`src/rtl/up_down_counter.sv`:
```
// Loadable WIDTH-bit binary up/down counter that wraps modulo 2^WIDTH in both directions.
// Priority on each rising edge: synchronous reset, then parallel load, then one count step.
module up_down_counter #(
  parameter int WIDTH = 3
) (
  input  logic             clk,
  input  logic             reset_n,
  input  logic             ld,
  input  logic             U_D,
  input  logic [WIDTH-1:0] data_in,
  output logic [WIDTH-1:0] count
);

  logic [WIDTH-1:0] r_count;
  logic [WIDTH-1:0] w_count_nxt;

  // Natural overflow of the WIDTH-bit add/subtract provides the wrap-around.
  always_comb begin
    w_count_nxt = r_count;
    if (ld) begin
      w_count_nxt = data_in;
    end else if (U_D) begin
      w_count_nxt = r_count + WIDTH'(1);
    end else begin
      w_count_nxt = r_count - WIDTH'(1);
    end
  end

  always_ff @(posedge clk) begin
    if (!reset_n) begin
      r_count <= '0;
    end else begin
      r_count <= w_count_nxt;
    end
  end

  assign count = r_count;

endmodule

```
`config.mk`:
```
export PLATFORM = sky130hd
export DESIGN_NAME = up_down_counter
export DESIGN_NICKNAME = d
export VERILOG_FILES = /design/src/rtl/up_down_counter.sv
export SDC_FILE = /design/constraint.sdc
export NUM_CORES = 1
export LEC_CHECK = 0
export BUFFER_PORTS_ARGS = -buffer_cell sky130_fd_sc_hd__buf_2
export CORE_AREA = 8 8 45 47
export DETAILED_ROUTE_END_ITERATION = 10
export DIE_AREA = 0 0 53 55
export HOLD_SLACK_MARGIN = 0.05
export SYNTH_ARGS = -nofsm -noshare
export SYNTH_HDL_FRONTEND = slang
export SYNTH_SLANG_ARGS = --single-unit
```
`constraint.sdc`:
```
create_clock -name clk -period 1.8 [get_ports clk]
set_clock_uncertainty 0.2 [all_clocks]
set_input_delay 0.36 -clock clk [delete_from_list [all_inputs] [get_ports clk]]
set_output_delay 0.36 -clock clk [all_outputs]
set_load 0.005 [all_outputs]
```
==> flow_summary.toml <==
[cells_and_area]
final_layout_size_suffix_gt1_share_pct = 50.00
final_cell_area_um2 = 247.7
diodes = 0
area_growth_pct = 58.40
largest_reg_flops = 3
final_cells = 42
fin_nets = 35
final_common_cell = "buf_2"
final_cell_mix = "buf_2, clkbuf_4, dfxtp_1"

[routing]
ant_nets = 0
vias = 135
wirelength_um = 371
dr.pass1.iters = 2
viasPerCell = 3.214
drt_iter0_drc = 1
drc = 0
wire_per_inst_um = 8.833

[timing]
drv_slew = 0
fmax_mhz = 711.6
hold_viol_final = 0
holdWs_ns = 0.1852
fin_setup_tns_ns = 0
min_period_ns = 1.405
finalSetupViolCount = 0
rsz0062_at_grt = "no"
maxSlewHeadroom_pct = 90.79
worst_pin_slew_ns = 0.1343
fin_crit_sh_pct = 78.07

[synth]
yosys_warnings = 0
yosysTopAreaCell = "dfxtp_1"
seq_area_frac_synth_pct = 38.40
synth_top_area_share_pct = 38.40
syn_avg_cell_area_um2 = 12.03
ys_top_cells_by_area = "dfxtp_1, xnor3_1, fa_1"
syn_area_um2 = 156.4
ys_ff_latch = 3
ys_types = 11
syn-num-nets = 21
syn-instance-count = 13

[hold_path]
hold_class = "in -> reg"
min_path_cells = 3

[placed_design]
place_inst = 38
place_area_um2 = 221.5
place_congestion = 0.7187
port_buffers = 9

[pwr]
pwr_density_cell_nw_per_um2 = 954.7
power.total_uw = 236.5
switching_share_pct = 22.72
p_int_uw = 182.8
p_comb_share_pct = 17.1
power_switching_uw = 53.73
p_clk_share_pct = 49.9
cellLeakagePower_uw = 0.0001326
irDropWorstVdd_mv = 0.1436
pwr-share-seq_pct = 33.0

[outcome]
outcome = "finished, final reports clean"

[setup_path]
startpoint_type = "flip-flop"
critPathKind = "reg -> reg"
worst-path-max-fanout = 3
worstPathRequired_ns = 1.72
rr_worst_depth = 3
endpoint_kind = "flip-flop"
cp_data_arrival_time_ns = 1.33

[clock_tree]
clk_latency_ns = 0.23
cts_root_buf = "clkbuf_4"
cts_inserted_buffers = 3
ctsHoldBuffers = 0
post_cts.repair.setup_buffers = 0
clkSlewWorstSetupHoldPaths_ns = 0.04
cts_resized = 0
htreeDepth = 1
cts_tree = "done"
cts.sinks = 3
cts_max_path_buffers = 2

[global_route]
antenna_found_initial = 0
grt_overflow = 0
grt_pass1_wl_um = 614
grt_usage_pct = 3.388
grt_pass1_vias = 150
grt_max_degree = 6

[die]
die_area_um2 = 2915
fp.dieW_um = 53
ios = 10
start_util_pct = 11.30
die_y_um = 55
fp-row-count = 14
core_um2 = 1384

[run]
drv_cap = 0
[layout make-up]
class | count | area [um^2]
fillers | 160 | 1136
multi-input cells | 9 | 92.59
flip-flops and latches | 3 | 60.06
repair buffers | 9 | 45.04
clock buffers | 4 | 26.28
well taps | 16 | 20.02
inverters | 1 | 3.754
[synthesized netlist by cell type]
master and n:
a21boi_0 1, dfxtp_1 3, fa_1 1, inv_1 1
mux2i_1 1, nand2_1 1, nand2b_1 1, nor2b_1 1
o211a_1 1, or2_2 1, xnor3_1 1
[power groups by stage]
stage	Clock [uW]	Sequential, uW	Combinational (uW)
finish	118	78.1	40.4
global route	130	78.7	47.6
global placement	0	79.1	40.9
detailed placement	0	79.4	41.5
floorplan	0	80.1	22.7
CTS	125	78.3	41.7
[path summary, 6_finish.rpt]
| path | startpoint | end | slack (ns) |
|---|---|---|---|
| setup / recovery | count[0] | count[2] | 0.39 |
| hold / removal | data_in[0] | count[0] | 0.19 |
| setup reg to reg | count[0] | count[2] | 0.39 |
| hold reg to reg | count[0] | count[0] | 0.38 |
[critical path: stages (launching register included)]
cell,delay [ns]
dfxtp_1,0.32
fa_1,0.39
xnor3_1,0.18
o211a_1,0.20
[logic make-up after synthesis]
logic type | after synthesis | synth area share (%)
AO/OA/AOI/OAI | 2 | 11.20
buffers and inverters | 1 | 2.398
AND/OR/NAND/NOR | 4 | 14.41
flip-flops | 3 | 38.40
adder cells (fa/ha/maj) | 1 | 12.80
multiplexers | 1 | 6.400
XOR/XNOR | 1 | 14.40
[routing by layer]
| metal | GRT usage [%] | share of wire, % |
|---|---|---|
| met1 | 2.888 | 35 |
| met2 | 3.906 | 42 |
| met3 | 1.337 | 17 |
| met4 | 7.759 | 5.1 |
| met5 | 0 | 0 |
[through the flow]
step / util (%) / setup WS (ns)
finish: 17.90 / 0.3947
global placement: 16.00 / 0.1797
floorplan: - / 0.3077
CTS: 17.90 / 0.3816
global route: 17.90 / 0.3372
detailed placement: 16.00 / 0.1836
No activity file was read; power rests on OpenSTA's default activity.
